<file path="src/rtl/fetch_queue_unit_pkg.sv">
// Shared constants and types for the fetch queue unit and its predecoder.
// Latency: n/a (declarations only).
// Backpressure: n/a (declarations only).
//
// Contents: RISC-V control-flow opcodes, default queue depth, static
// prediction mode codes, fetch FSM state type and the queue entry record.
package fetch_queue_unit_pkg;

  localparam logic [6:0] OPC_JAL    = 7'b1101111;
  localparam logic [6:0] OPC_BRANCH = 7'b1100011;
  localparam logic [6:0] OPC_JALR   = 7'b1100111;

  localparam int FQ_DEPTH_DEFAULT = 8;

  // Static branch-prediction modes.
  localparam int PRED_NT   = 0;  // always not-taken
  localparam int PRED_BTFN = 1;  // backward taken, forward not taken

  typedef enum logic {
    ST_FETCH = 1'b0,
    ST_STALL = 1'b1
  } fq_state_t;

  typedef struct packed {
    logic [31:0] inst;
    logic [31:0] pc;
    logic        pred;
  } fq_entry_t;

endpackage

</file>
<file path="src/rtl/fetch_predecode.sv">
// Predecoder: derives the next fetch PC and static prediction from one word.
// Latency: purely combinational, zero cycles.
// Backpressure: none; evaluated every cycle on the word being accepted.
//
// Ports: inst/pc = fetched word and its address; next_pc = address to fetch
// next; pred = predicted taken (JAL or backward branch in BTFN mode);
// is_jalr = word is a JALR, so fetch must stop until the target resolves.
module fetch_predecode
  import fetch_queue_unit_pkg::*;
#(
  parameter int PRED_MODE = PRED_BTFN
) (
  input  logic [31:0] inst,
  input  logic [31:0] pc,
  output logic [31:0] next_pc,
  output logic        pred,
  output logic        is_jalr
);

  logic [31:0] imm_j;
  logic [31:0] imm_b;
  logic [31:0] pc_seq;

  assign imm_j  = {{12{inst[31]}}, inst[19:12], inst[20], inst[30:21], 1'b0};
  assign imm_b  = {{20{inst[31]}}, inst[7], inst[30:25], inst[11:8], 1'b0};
  assign pc_seq = pc + 32'd4;

  always_comb begin
    next_pc = pc_seq;
    pred    = 1'b0;
    is_jalr = 1'b0;
    case (inst[6:0])
      OPC_JAL: begin
        next_pc = pc + imm_j;
        pred    = 1'b1;
      end
      OPC_BRANCH: begin
        // inst[31] is the B-immediate sign bit: set means a backward target.
        if (PRED_MODE == PRED_BTFN && inst[31]) begin
          next_pc = pc + imm_b;
          pred    = 1'b1;
        end
      end
      OPC_JALR: begin
        is_jalr = 1'b1;
      end
      default: ;
    endcase
  end

endmodule

</file>
<file path="src/rtl/fetch_queue_unit.sv">
// Fetch front end: prefetches into a DEPTH-entry queue ahead of issue.
// Latency: fetched word visible at deq_* the cycle after inst_ready; deq_* are combinational from the head.
// Backpressure: inst_req drops when full or stalled on JALR; rdy_in low freezes every register.
//
// Ports: clk_in/rst_n_in clock and async active-low reset; rdy_in global pause;
// inst_req/pc_out/inst_ready/inst icache request and response;
// deq_valid/deq_inst/deq_pc/deq_pred/deq_ready head of queue to the decoder;
// clear/clear_pc ROB flush redirect; stall_end/jalr_addr JALR resolution;
// stall_out high while waiting on a JALR; count_out queue occupancy.
module fetch_queue_unit
  import fetch_queue_unit_pkg::*;
#(
  parameter int          DEPTH     = FQ_DEPTH_DEFAULT,
  parameter int          PTR_BIT   = 3,
  parameter logic [31:0] RESET_PC  = 32'h0,
  parameter int          PRED_MODE = PRED_BTFN
) (
  input  logic               clk_in,
  input  logic               rst_n_in,
  input  logic               rdy_in,
  output logic               inst_req,
  output logic [31:0]        pc_out,
  input  logic               inst_ready,
  input  logic [31:0]        inst,
  output logic               deq_valid,
  output logic [31:0]        deq_inst,
  output logic [31:0]        deq_pc,
  output logic               deq_pred,
  input  logic               deq_ready,
  input  logic               clear,
  input  logic [31:0]        clear_pc,
  input  logic               stall_end,
  input  logic [31:0]        jalr_addr,
  output logic               stall_out,
  output logic [PTR_BIT:0]   count_out
);

  localparam logic [PTR_BIT:0] CNT_FULL = (PTR_BIT + 1)'(DEPTH);

  fq_state_t          state;
  logic [31:0]        pc;
  logic [PTR_BIT-1:0] head;
  logic [PTR_BIT-1:0] tail;
  logic [PTR_BIT:0]   count;
  fq_entry_t          mem [DEPTH];

  logic [31:0] pd_next_pc;
  logic        pd_pred;
  logic        pd_is_jalr;
  logic        flush;
  logic        enq;
  logic        deq;

  fetch_predecode #(
    .PRED_MODE (PRED_MODE)
  ) u_predecode (
    .inst    (inst),
    .pc      (pc),
    .next_pc (pd_next_pc),
    .pred    (pd_pred),
    .is_jalr (pd_is_jalr)
  );

  // Request depends only on registered state so the icache never sees a
  // combinational path from the consumer's deq_ready.
  assign inst_req  = (state == ST_FETCH) && (count != CNT_FULL);
  assign pc_out    = pc;
  assign stall_out = (state == ST_STALL);
  assign count_out = count;

  assign deq_valid = (count != '0);
  assign deq_inst  = mem[head].inst;
  assign deq_pc    = mem[head].pc;
  assign deq_pred  = mem[head].pred;

  // A flush swallows any same-cycle response, dequeue and stall_end.
  assign flush = rdy_in && clear;
  assign enq   = rdy_in && inst_req && inst_ready && !clear;
  assign deq   = rdy_in && deq_valid && deq_ready && !clear;

  always_ff @(posedge clk_in or negedge rst_n_in) begin
    if (!rst_n_in) begin
      state <= ST_FETCH;
      pc    <= RESET_PC;
      head  <= '0;
      tail  <= '0;
      count <= '0;
    end else if (flush) begin
      state <= ST_FETCH;
      pc    <= clear_pc;
      head  <= '0;
      tail  <= '0;
      count <= '0;
    end else if (rdy_in) begin
      if (enq) begin
        tail <= tail + PTR_BIT'(1);
        pc   <= pd_next_pc;
        if (pd_is_jalr) begin
          state <= ST_STALL;
        end
      end else if (state == ST_STALL && stall_end) begin
        // enq is impossible while stalled, so this branch never competes with it.
        pc    <= jalr_addr;
        state <= ST_FETCH;
      end
      if (deq) begin
        head <= head + PTR_BIT'(1);
      end
      case ({enq, deq})
        2'b10:   count <= count + (PTR_BIT + 1)'(1);
        2'b01:   count <= count - (PTR_BIT + 1)'(1);
        default: ;
      endcase
    end
  end

  // Storage needs no reset: deq_valid masks entries outside head..tail.
  always_ff @(posedge clk_in) begin
    if (enq) begin
      mem[tail] <= '{inst: inst, pc: pc, pred: pd_pred};
    end
  end

endmodule

</file>
<file path="config.mk">
export PLATFORM = sky130hd
export DESIGN_NAME = fetch_queue_unit
export DESIGN_NICKNAME = d
export VERILOG_FILES = /design/src/rtl/fetch_queue_unit_pkg.sv /design/src/rtl/fetch_predecode.sv /design/src/rtl/fetch_queue_unit.sv
export SDC_FILE = /design/constraint.sdc
export NUM_CORES = 1
export LEC_CHECK = 0
export ABC_AREA = 1
export ABC_CLOCK_PERIOD_IN_PS = 5300
export CAP_MARGIN = 20
export CORE_MARGIN = 2
export CORE_UTILIZATION = 55
export DETAILED_ROUTE_END_ITERATION = 10
export GPL_ROUTABILITY_DRIVEN = 0
export PLACE_DENSITY = 0.78
export SLEW_MARGIN = 20
export SYNTH_ARGS = -nofsm -noshare
export SYNTH_HDL_FRONTEND = slang
export SYNTH_SLANG_ARGS = --single-unit
</file>
<file path="constraint.sdc">
create_clock -name clk_in -period 5.3 [get_ports clk_in]
set_input_delay 0.53 -clock clk_in [delete_from_list [all_inputs] [get_ports clk_in]]
set_output_delay 0.53 -clock clk_in [all_outputs]
set_load 0.03 [all_outputs]
</file>
Word level (Yosys, flattened, before mapping)
Memories as Yosys holds them, arrays and structs flattened. Index checks and enable logic that the tools add are counted.

Add/subtract/negate cells: 7. $mul: 0. Divide/modulo/power cells: 0. Order comparisons: 0. Eq/ne operators: 7. Shift-type cells: 0. Mux-type cells: 25. Bitwise logic cells: 1. Reductions and logical operators: 21.

Operators by type and width (number): 32-bit two-way mux (5); 32-bit adder (2); 32-bit one-hot mux with 2 select lines (1); 32-bit by 3-bit adder with 32-bit output, second input constant (1); 7-bit equality test, second input constant (3); 3-bit two-way mux (6); 1-bit logical AND (9); 1-bit two-way mux (9); 4-bit two-way mux (2); 4-bit one-hot mux with 2 select lines (1); 2-bit AND reduction (4); 3-bit by 1-bit adder with 3-bit output, second input constant (2); 2-bit nonzero test (3); 3-bit nonzero test (2); 4-bit by 1-bit adder with 4-bit output, second input constant (1); 4-bit != test, second input constant (1); 4-bit nonzero test (1); 4-bit by 1-bit subtractor with 4-bit output, second input constant (1); 3-bit != test, second input constant (1); 3-bit AND reduction (1); 2-bit by 1-bit equality test with 1-bit output, second input constant (1); 2-bit equality test, second input constant (1); 1-bit one-hot mux with 2 select lines (1); 1-bit zero test (1); 1-bit NOT (1).

Register bits after elaboration: 43. Bits in latches: 0. Memory bits (writable): 520. Bits in read-only memories: 0. Logic and storage cells: 67. Memories kept: 1.

Memories: mem (depth 8, width 65, read ports 1, clocked after memory_dff 0, write ports 1, RTL line fetch_queue_unit.sv:45) `fq_entry_t mem [DEPTH];`.

Depth between registers and ports, before layout
Word-level depth: 9. Gate-level depth with buffers: 17. Depth with buffers taken out: 17.

Modules after synthesis
A second synthesis with hierarchy kept.

Cells, all modules: 2981. Area, all modules: 28084.4 µm².

Modules (own cells, without submodules): fetch_queue_unit (instances 1, cells each 1851, area an instance 22800.6 µm², sequential area each 16691.0 µm²); fetch_predecode (instances 1, cells each 1130, area an instance 5283.8 µm², sequential area each 0.0 µm²).

Least setup slack after synthesis
No wires, ideal clock.

Path kind: register to register. Start: reg count[0] (netlist: count_out[0]). End: mem mem[1][0] (netlist bit), enable pin. Library setup time: 0.488 ns. Data arrival time: 4.513 ns. Data required time: 4.812 ns. Slack: 0.298 ns. Stages on the path, launching flop included: 9. Period minus slack after synthesis: 5.002 ns. Cells stage by stage: dfrtp_1 > nor2_1 > a31oi_4 > nand4_4 > inv_1 > buf_2 > buf_2 > nand2_1 > nor2_1.

Word-level cells in the longest chain between the ends: 7.

Ends and longest elaborated chain: start, declared (RTL line fetch_queue_unit.sv:44) `logic [PTR_BIT:0] count;`; start signal, assigned (RTL line fetch_queue_unit.sv:110) `2'b10: count <= count + (PTR_BIT + 1)'(1);`; start signal, assigned (RTL line fetch_queue_unit.sv:111) `2'b01: count <= count - (PTR_BIT + 1)'(1);`; 4-bit != test (RTL line fetch_queue_unit.sv:66) `assign inst_req = (state == ST_FETCH) && (count != CNT_FULL);`; 1-bit logical AND (RTL line fetch_queue_unit.sv:66); via inst_req (RTL line fetch_queue_unit.sv:21) `output logic inst_req,`; 1-bit logical AND (3 in series) (RTL line fetch_queue_unit.sv:78) `assign enq = rdy_in && inst_req && inst_ready && !clear;`; 1-bit two-way mux (RTL line fetch_queue_unit.sv:119) `if (enq) begin`; 1-bit two-way mux (not written as such) (RTL line fetch_queue_unit.sv:120) `mem[tail] <= '{inst: inst, pc: pc, pred: pd_pred};`; end, declared (RTL line fetch_queue_unit.sv:45).

The timed path passes the listed nets, and every way through them passes these cells.

Worst setup path in the final report
Start: reg head[1]. End: out deq_pred.

Word-level cells in the longest chain between the ends: 1.

Ends and longest elaborated chain: start, declared (RTL line fetch_queue_unit.sv:42) `logic [PTR_BIT-1:0] head;`; start signal, assigned (RTL line fetch_queue_unit.sv:107) `head <= head + PTR_BIT'(1);`; memory read 8 x 65 bit; end, declared (RTL line fetch_queue_unit.sv:28) `output logic deq_pred,`.

No other way between the ends.

==> flow_metrics.tcl <==
set metrics [dict create \
    status "finished clean" \
    final_cells 3705 \
    final_area_mm2 0.0320 \
    wire_per_inst_um 22.0 \
    wl_met2_um 37900 \
    first_iter_violations 3032 \
    syn_to_final_growth_pct 17.1 \
    r2r_slack_ns 2.04 \
    grt_pass1_vias 21700 \
    cp_num_buf_inv 2 \
    worstSetupPathType "reg -> out" \
    utilization_pct 65.3 \
    timing.slew.headroom_pct 26.2 \
    critPathSlowestCell "dfrtp_4" \
    fin_crit_sh_pct 88.1 \
    ys_seq_area_share_pct 61.0 \
    grtUsageTotal_pct 31.5 \
    startpoint_type "flip-flop" \
    wirelength_um 81300 \
    max_stage_delay_ns 0.96 \
    worstPathArrival_ns 4.14 \
    drc 0 \
    highest-signal-layer "met5" \
    synth_warnings 0 \
    finalClockSkew_ns 0.0210 \
    wl_met1_um 30100 \
    vias_per_cell 6.10 \
    drive_above_1_share_pct 6.51 \
    peakVddDrop_mv 0.286 \
    crit_family "buffers and inverters" \
    p_int_mw 8.89 \
    setup_viol 0 \
    gr-total-overflow 0 \
    max_freq_mhz 214 \
    worstMarginPinSlew_ns 1.10 \
    vias 22600 \
    crit_cells 6 \
    multi_input_area_mm2 0.00941 \
    p_per_area_mw_per_mm2 434 \
    worstReg2RegEnd "pc_out[30]$_DFFE_PN0P_" \
    postSynthCellCount 2822 \
    diodes 0 \
    die_w_um 227 \
    clkTransAtPathRegs_ns 0.06 \
    cts_tree "built" \
    endpoint "deq_pred" \
    die-area_mm2 0.0515 \
    cp_data_required_time_ns 4.77 \
    antenna_left 0 \
    die_y_um 227 \
    crit_path_max_fanout 68 \
    firstDrtPassIters 8 \
    synth.largest_area_cell "edfxtp_1" \
    switching_share_pct 36.1 \
    clk_latency_ns 0.63 \
    async_reset_ff_share_pct 7.64 \
    synth_area_leaders "edfxtp_1, nor2_1, nand2_1, o21ai_0, dfrtp_1" \
    fin_ws_ns 0.633 \
    grt_pass1_wl_um 122000 \
    grt_start_max_net_pins 117 \
    fin_total_pwr_mw 13.9 \
    r2r_cells 10 \
    place_area_mm2 0.0301 \
    finalNetCount 3150 \
    synth_edf_count 520 \
    antenna_found_initial 1 \
    syn_nets 2976 \
    rsz0062_at_grt "no" \
    ctsLongestPathBuffers 3 \
    min_period_ns 4.67 \
    regToRegStartpoint "pc_out[11]$_DFFE_PN0P_" \
    dpl.hpwl_um 50700 \
    whs_ns 0.459 \
    p_leak_nw 12.0 \
    maxCapViolCount 0 \
    cts_buffers 58 \
    dp_worst_setup_slack_ns 1.43 \
    power_switching_mw 5.03 \
    hold_viol 0 \
    synth_flop_cell "edfxtp_1" \
    initial_core_util_pct 55.8 \
    yosysMostFrequentCell "nor2_1" \
    slew_violations 0 \
    critical_path.cell_chain "buf_4 > o21ai_0 > o22ai_1 > nor2_1 > a31oi_1 > clkdlybuf4s50_1" \
    h-tree-depth 2 \
    ios 207 \
    startpoint "head[1]$_DFFE_PN0P_" \
    io_buffers 206 \
    synth_top_area_share_pct 57.1 \
    core_area_mm2 0.0491 \
    final.setup.tns_ns 0 \
    syn_avg_cell_area_um2 9.70 \
    hold_class "in -> async" \
    synth.distinct_cells 56 \
    root_buffer "clkbuf_16" \
    syn_area_mm2 0.0274 \
    synthTopCellsByCount "nor2_1, edfxtp_1, nand2_1, o21ai_0, inv_1" \
    clockPowerShare_pct 29.0 \
    rows 81 \
    ctsResizeCount 0 \
    synth-seq-cells 563 \
    combPwrFrac_pct 31.3 \
    fillers 3713 \
    critPathCaptureType "output port" \
    post-place-cells 3599 \
    pwr-share-seq_pct 39.6 \
    wl_met3_um 9020 \
    seq_area_mm2 0.0167 \
    clkSinkCount 563 \
]
layout make-up:
cell class | instances | share of cell area [%]
clock buffers | 72 | 4.79
clock inverters | 33 | 1.13
inverters | 211 | 2.50
multi-input cells | 1925 | 29.4
flip-flops and latches | 563 | 52.1
well taps | 664 | 2.59
repair buffers | 237 | 7.51
flip-flops by register name, summed over array words and instances, names as in the netlist:
register   flops
count_out      4
head           3
mem          520
pc_out        32
stall_out      1
tail           3
logic make-up (layout without fill, tap and decap cells):
group | count (synthesis) | count (layout) | share of synthesized area, %
buffers and inverters | 334 | 553 | 4.83
AO/OA/AOI/OAI | 567 | 567 | 11.7
XOR/XNOR | 16 | 16 | 0.512
AND/OR/NAND/NOR | 1290 | 1290 | 19.5
multiplexers | 1 | 1 | 0.0412
adder cells (fa/ha/maj) | 51 | 51 | 2.41
flip-flops | 563 | 563 | 61.0
power by group through the flow:
| stage | clock network, mW | logic, mW | registers [mW] |
|---|---|---|---|
| 2_1_floorplan | 0 | 2.68 | 5.56 |
| 3_3_place_gp | 0 | 4.16 | 5.58 |
| 3_5_place_dp | 0 | 4.25 | 5.59 |
| 4_1_cts | 4.08 | 4.28 | 5.50 |
| 5_1_grt | 4.25 | 4.72 | 5.53 |
| 6_report | 4.04 | 4.36 | 5.52 |
metal layers:
layer  vias to the layer above  global-route usage, %
li1                      10200                      -
met1                     10700                   41.4
met2                      1404                   50.6
met3                       299                   6.04
met4                         2                   15.6
met5                         -                      0
timing repair:
action                                 in CTS  in global routing
hold buffers                                0                  1
endpoints found under the hold margin       0                 43
setup buffers                               0                  0
cell usage in the layout (no fill, tap or decap), types with 9 or more instances in the layout:
master           count
nor2_1             582
edfxtp_1           520
nand2_1            463
o21ai_0            285
clkdlybuf4s50_1    205
inv_1              183
nand3_1            143
a21oi_1             74
o22ai_1             73
a31oi_1             68
clkbuf_16           58
ha_1                48
dfrtp_1             41
a221oi_1            23
nor3_1              22
inv_2               22
buf_4               22
nand4_1             18
o21ai_1             13
xor2_1              13
nor2_4              12
clkbuf_1            11
nand2_2             10
clkinv_1            10
nor2_2               9
clkinv_2             9
buf_12               9
worst min-delay path by stage:
| stage | start | end | cells past startpoint |
|---|---|---|---|
| after floorplan | rst_n_in | count_out[0]$_DFFE_PN0P_ | 0 |
| after global placement | tail[0]$_DFFE_PN0P_ | tail[0]$_DFFE_PN0P_ | 2 |
| after detailed placement | count_out[0]$_DFFE_PN0P_ | count_out[0]$_DFFE_PN0P_ | 1 |
| after CTS | rst_n_in | count_out[2]$_DFFE_PN0P_ | 1 |
| after global routing | clear_pc[13] | pc_out[13]$_DFFE_PN0P_ | 3 |
| final | rst_n_in | count_out[2]$_DFFE_PN0P_ | 2 |
worst register-to-register path, stage by stage (launching register included):
cell and delay, ns:
dfrtp_1 0.90, nand2_1 0.23, nor3_1 0.71, nand2_1 0.16, nor2_1 0.54, nand2_1 0.14
nand2_1 0.08, o211ai_1 0.10, nand3_1 0.13, nand2_1 0.05, a21oi_1 0.13
Power figures use the tool's default switching activity.
